File: src/rtl/divisor_pkg.sv
// Shared types and defaults for the sequential restoring divider.
package divisor_pkg;

    localparam int DEFAULT_WIDTH = 8;

    typedef enum logic [1:0] {
        IDLE = 2'd0,
        RUN  = 2'd1,
        DONE = 2'd2
    } state_e;

endpackage

File: src/rtl/restador.sv
// Combinational WIDTH-bit subtractor; the trial-subtract stage of the divider.
module restador #(
    parameter int WIDTH = 9
) (
    input  logic [WIDTH-1:0] a_i,
    input  logic [WIDTH-1:0] b_i,
    output logic [WIDTH-1:0] diff_o
);

    assign diff_o = a_i - b_i;

endmodule

File: src/rtl/divisor_seq.sv
// Restoring shift-subtract divider: one quotient bit per RUN cycle.
// Optional macro DIVISOR_DIV0_DETECT_EN short-circuits a zero divisor to DONE and flags it.
module divisor_seq
    import divisor_pkg::*;
#(
    parameter int WIDTH = DEFAULT_WIDTH
) (
    input  logic             clk,
    input  logic             rst_n,
    input  logic             start,
    input  logic [WIDTH-1:0] dividend,
    input  logic [WIDTH-1:0] divisor,
    output logic             busy,
    output logic             done,
    output logic [WIDTH-1:0] quotient,
    output logic [WIDTH-1:0] remainder,
    output logic             div_by_zero
);

    localparam int CNT_W = $clog2(WIDTH + 1);

    state_e             state_q, state_d;
    logic [WIDTH-1:0]   a_q, a_d;
    logic [WIDTH-1:0]   mq_q, mq_d;
    logic [WIDTH-1:0]   m_q, m_d;
    logic [CNT_W-1:0]   cnt_q, cnt_d;
    logic               dbz_q, dbz_d;
    logic [WIDTH:0]     a_sh;
    logic [WIDTH:0]     trial;
    logic               div0;

    // A < M always holds, so the shifted A fits in WIDTH+1 bits and so does the trial.
    assign a_sh = {a_q, mq_q[WIDTH-1]};

    restador #(.WIDTH(WIDTH + 1)) u_restador (
        .a_i    (a_sh),
        .b_i    ({1'b0, m_q}),
        .diff_o (trial)
    );

`ifdef DIVISOR_DIV0_DETECT_EN
    assign div0 = (m_q == '0);
`else
    assign div0 = 1'b0;
`endif

    always_comb begin
        state_d = state_q;
        a_d     = a_q;
        mq_d    = mq_q;
        m_d     = m_q;
        cnt_d   = cnt_q;
        dbz_d   = dbz_q;
        case (state_q)
            IDLE: begin
                if (start) begin
                    a_d     = '0;
                    mq_d    = dividend;
                    m_d     = divisor;
                    cnt_d   = '0;
                    dbz_d   = 1'b0;
                    state_d = RUN;
                end
            end
            RUN: begin
                if (div0) begin
                    // First RUN cycle: MQ still holds the untouched dividend.
                    a_d     = mq_q;
                    mq_d    = '1;
                    dbz_d   = 1'b1;
                    state_d = DONE;
                end else begin
                    a_d   = trial[WIDTH] ? a_sh[WIDTH-1:0] : trial[WIDTH-1:0];
                    mq_d  = {mq_q[WIDTH-2:0], ~trial[WIDTH]};
                    cnt_d = cnt_q + 1'b1;
                    if (cnt_q == CNT_W'(WIDTH - 1)) begin
                        state_d = DONE;
                    end
                end
            end
            DONE:    state_d = IDLE;
            default: state_d = IDLE;
        endcase
    end

    always_ff @(posedge clk or negedge rst_n) begin
        if (!rst_n) begin
            state_q <= IDLE;
            a_q     <= '0;
            mq_q    <= '0;
            m_q     <= '0;
            cnt_q   <= '0;
            dbz_q   <= 1'b0;
        end else begin
            state_q <= state_d;
            a_q     <= a_d;
            mq_q    <= mq_d;
            m_q     <= m_d;
            cnt_q   <= cnt_d;
            dbz_q   <= dbz_d;
        end
    end

    assign busy        = (state_q != IDLE);
    assign done        = (state_q == DONE);
    assign quotient    = mq_q;
    assign remainder   = a_q;
    assign div_by_zero = dbz_q;

endmodule

File: config.mk
export PLATFORM = sky130hd
export DESIGN_NAME = divisor_seq
export DESIGN_NICKNAME = d
export VERILOG_FILES = /design/src/rtl/divisor_pkg.sv /design/src/rtl/restador.sv /design/src/rtl/divisor_seq.sv
export SDC_FILE = /design/constraint.sdc
export NUM_CORES = 1
export LEC_CHECK = 0
export ABC_AREA = 1
export CAP_MARGIN = 20
export CORE_ASPECT_RATIO = 0.75
export CORE_MARGIN = 3
export CORE_UTILIZATION = 30
export CTS_CLUSTER_SIZE = 28
export DETAILED_ROUTE_END_ITERATION = 6
export DONT_BUFFER_PORTS = 1
export PLACE_DENSITY = 0.51
export SETUP_SLACK_MARGIN = 0.05
export SLEW_MARGIN = 20
export SYNTH_ARGS = -nofsm -noshare
export SYNTH_HDL_FRONTEND = slang
export SYNTH_HIERARCHICAL = 1
export SYNTH_SLANG_ARGS = --single-unit
File: constraint.sdc
create_clock -name clk -period 4 [get_ports clk]
set_clock_uncertainty 0.1 [all_clocks]
set_input_delay 0.8 -clock clk [delete_from_list [all_inputs] [get_ports clk]]
set_output_delay 0.8 -clock clk [all_outputs]
set_load 0.02 [all_outputs]
; Yosys cells after proc, flatten, opt, wreduce, memory -nomap -nowiden
; Cells that the tools add are included.
[word_totals]
reg_bits = 30
in_bits = 19
elab_cells = 29
[op_classes]
add_sub_neg = 2
n_eq_ne = 5
muxes = 10
bitwise_logic = 1
n_reduce_logical = 6
[ops]
columns = op, count
row1 = one-hot mux 8 bit (2 select lines), 2
row2 = 2-to-1 mux 8 bit, 3
row3 = subtractor 9 x 8 -> 9 bit, 1
row4 = one-hot mux 4 bit (2 select lines), 1
row5 = AND reduction 2 bit, 3
row6 = "adder 4 x 1 -> 4 bit, second input constant", 1
row7 = "== test 4 x 3 -> 1 bit, second input constant", 1
row8 = 2-to-1 mux 2 bit, 2
row9 = 2-to-1 mux 4 bit, 1
row10 = "!= test 2 bit, second input constant", 2
row11 = one-hot mux 2 bit (2 select lines), 1
row12 = nonzero test 2 bit, 2
row13 = "== test 2 x 1 -> 1 bit, second input constant", 1
row14 = "== test 2 bit, second input constant", 1
row15 = zero test 2 bit, 1
row16 = NOT 1 bit, 1

; Depth between registers and ports, before layout
[depth]
depth_word = 3
depth_mapped = 14
depth_no_buf = 13

; Hierarchy
; The synthesis kept the hierarchy.
[modules_own_cells]
columns = mod, n_inst, cells_each, area_per_inst_um2
row1 = divisor_seq, 1, 187, 1458.9
row2 = restador, 1, 84, 444.2

; Least setup slack after synthesis
; No wires, ideal clock.
[synth_path]
path_kind = register -> register
start = register mq_q[7] (netlist: quotient[7])
end = register a_q[0] (netlist: remainder[0])
setup_time_ps = 126
arrival_ps = 1971
required_ps = 3774
setup_slack_ps = 1803
path_stages_with_launch = 13
path_buffers = 0
period_less_slack_ps = 2197
path_cell_list = dfrtp_1 > inv_1 > ha_1 > fa_1 > inv_1 > nand2_1 > nand2_1 > nand3_1 > nand3_1 > nand2_1 > or2_2 > nand2_1 > o21ai_0
[synth_between]
elab_chain_len = 3
[synth_lines]
columns = item, line_no
row1 = from (decl), divisor_seq.sv:24  ; logic [WIDTH-1:0] mq_q, mq_d;
row2 = from (signal assigned), divisor_seq.sv:97  ; mq_q <= mq_d;
row3 = subtractor 9 x 8 -> 9 bit, restador.sv:10  ; assign diff_o = a_i - b_i;
row4 = via trial[8], divisor_seq.sv:29  ; logic [WIDTH:0] trial;
row5 = 2-to-1 mux 8 bit, divisor_seq.sv:73  ; a_d = trial[WIDTH] ? a_sh[WIDTH-1:0] : trial[WIDTH-1:0];
row6 = one-hot mux 8 bit (2 select lines), divisor_seq.sv:54  ; case (state_q)
row7 = to (signal assigned), divisor_seq.sv:89  ; a_q <= '0;
row8 = to (signal assigned), divisor_seq.sv:96  ; a_q <= a_d;
row9 = to (decl), divisor_seq.sv:23  ; logic [WIDTH-1:0] a_q, a_d;
; The timed path passes the listed nets, and every way through them passes these cells.
; A chain may end at the register's enable or synchronous reset.

; Final worst setup path
; Ends and elaborated chain as after synthesis.

==> summary.md <==
| Metric | Value |
|---|---|
| Outcome | finished, final reports clean |
| Global Route Usage Sum | 0.1203 |
| Total Wirelength | 4338 um |
| Min cycle time layout | 2.663 ns |
| Drt wl/cell | 12.43 um |
| Num CTS Buffers | 5 |
| Syn Inst Count | 271 |
| # H-tree levels | 2 |
| Most frequent cells after synthesis | nand2_1, inv_1, dfrtp_1 |
| CP Class | flip-flop to flip-flop |
| Multi-input gate area | 947.2 sq um |
| First-pass GRT wire length | 6837 um |
| Worst setup EP type | flip-flop |
| Post-layout nets | 300 |
| Largest net degree at the start of global routing | 31 |
| Congestion Overflow GR | 0 |
| Initial antenna violation count | 0 |
| Max-cap violations | 0 |
| Reg area | 750.7 sq um |
| Final Util | 0.3373 |
| Max-slew headroom | 0.6178 |
| Core Area | 5976 sq um |
| DIE AREA | 7345 sq um |
| Ranking of synthesized cells by area | dfrtp_1, nand2_1, nand3_1, inv_1, ha_1 |
| Worst setup SP type | flip-flop |
| Most instantiated library cell after synthesis | nand2_1 |
| Worst EP required | 4.06 ns |
| Number of flops mapped to enable cells by yosys | 0 |
| Fill count | 633 |
| Area growth from synthesis to layout | 5.917% |
| Vias in the first global route | 1323 |
| CP max FO | 15 |
| Yosys reg bits | 30 |
| Final HPWL DP | 3221 um |
| Site row count | 24 |
| Max clock buf depth | 2 |
| Die X | 97.97 um |
| Clk pin slew, worst setup/hold paths | 0.06 ns |
| Vias | 1531 |
| Ports | 38 |
| Post-route ant nets | 0 |
| Yosys cell types | 25 |
| Netlist Area Pre-Place | 1903 sq um |
| Post-CTS setup buffer count | 0 |
| CTS tree | built |
| Post-CTS sizing | 0 |
| Max-slew violation count | 0 |
| Share of layout cells above drive strength 1 | 0.05535 |
| DRT iter0 DRCs | 85 |
| Setup_tns | 0 ns |
| Initial Util | 0.3185 |
| Setup Viol. Count Final | 0 |
| Worst Tran Pin Value | 0.5712 ns |
| Ant diodes | 0 |
| RSZ-0062 raised after global routing | no |
| Post-synth top area share | 0.3945 |
| DIE HEIGHT | 74.98 um |
| Clk root buf | clkbuf_8 |
| Syn avg cell area | 7.022 sq um |
| Ys async rst share | 1.000 |
| Via-per-instance ratio | 4.387 |
| Post-synth top area cell | dfrtp_1 |
| Final Hold Fails | 0 |
| Placer's final routability congestion estimate | 0.7952 |
| Num Clock Sinks | 30 |
| First-pass DRT Iterations | 4 |
| Min-delay worst type | primary input to async pin |
| Synth warn | 6 |
| CP arrival | 2.72 ns |
| Clock Latency Late Sink | 0.28 ns |
| Hold Buf Count CTS | 0 |
| Port bufs | 0 |
| Crit share post-route | 0.6657 |
| Register area share after synthesis | 0.3945 |
| Fmax | 375.5 MHz |
| Most used DFF post-synth | dfrtp_1 |
| Drc violations | 0 |
[layer usage]
layer | vias up | track usage | routed length (um)
met1 | 669 | 0.1745 | 2284
met3 | 7 | 0.03333 | 233
met2 | 35 | 0.1750 | 1762
li1 | 820 | - | -
met4 | 0 | 0.03687 | 57
met5 | - | 0 | 0
[sequential cells by signal, summed over array words and instances (netlist names)]
register and count:
cnt_q 4, state_q 2, quotient 8, remainder 8, m_q 8
[placed cells by master (no fill, tap or decap)]
| master | n |
|---|---|
| ha_1 | 9 |
| nand2_4 | 1 |
| a21oi_1 | 2 |
| or2_1 | 2 |
| dfrtp_1 | 30 |
| clkbuf_8 | 5 |
| o21ai_4 | 1 |
| xnor2_1 | 3 |
| o21ai_0 | 3 |
| inv_1 | 35 |
| or2_2 | 3 |
| nand3_1 | 27 |
| fa_1 | 1 |
| xor2_1 | 1 |
| inv_2 | 1 |
| nand2_1 | 118 |
| nand4_1 | 1 |
| nor2_1 | 14 |
| nand3b_1 | 2 |
| inv_4 | 1 |
| o21ai_1 | 6 |
| clkinv_2 | 2 |
| nor2_2 | 1 |
| conb_1 | 2 |
[worst paths after layout]
check                                to  cells past startpoint  slack, ns        start
max                        remainder[0]                     12       1.34  quotient[7]
min                        remainder[7]                      0       0.11        rst_n
max reg2reg                remainder[0]                     12       1.34  quotient[7]
min reg2reg                      m_q[6]                      2       0.37       m_q[6]
max in group asynchronous      cnt_q[0]                      0       3.61        rst_n
min in group clk                 m_q[6]                      2       0.37       m_q[6]
[critical path, cell delays in order (launching register included)]
cell     delay (ns)
dfrtp_1        0.51
inv_1          0.08
ha_1           0.23
fa_1           0.41
inv_1          0.07
nand2_1        0.04
nand2_1        0.09
nand3_1        0.09
nand3_1        0.09
nand2_1        0.29
or2_2          0.40
nand2_1        0.06
o21ai_0        0.08
[final cells by class]
type | count | share of cell area
multi-input combinational | 197 | 0.4699
tap | 78 | 0.04842
clock buffer | 5 | 0.03414
clock inverter | 2 | 0.004966
sequential | 30 | 0.3724
inverter | 37 | 0.07014
[metrics by stage]
stage               cells  setup WS (ns)  cell area (sq um)  hold slack, ns
finish                349          1.337               2016          0.1092
global route          349          1.121               2016         0.09507
CTS                   349          1.319               2016          0.1018
detailed placement    342          1.341               1937          0.3591
global placement      342          1.436               1937          0.3562
floorplan             272          1.803               1907          0.3419
[kinds of logic (layout without fill, tap and decap cells)]
family,after synthesis,count (layout),synth area share
simple gates,169,169,0.3682
buf+inv,45,44,0.1098
flops,30,30,0.3945
compound gates,12,12,0.03748
fa+ha+maj,10,10,0.06969
xor+xnor,4,4,0.01841
other cells,1,2,0.001970
Power is left out: the tool's default activity adds up to more than one toggle a clock period on the data nets, which glitch-free logic cannot reach.
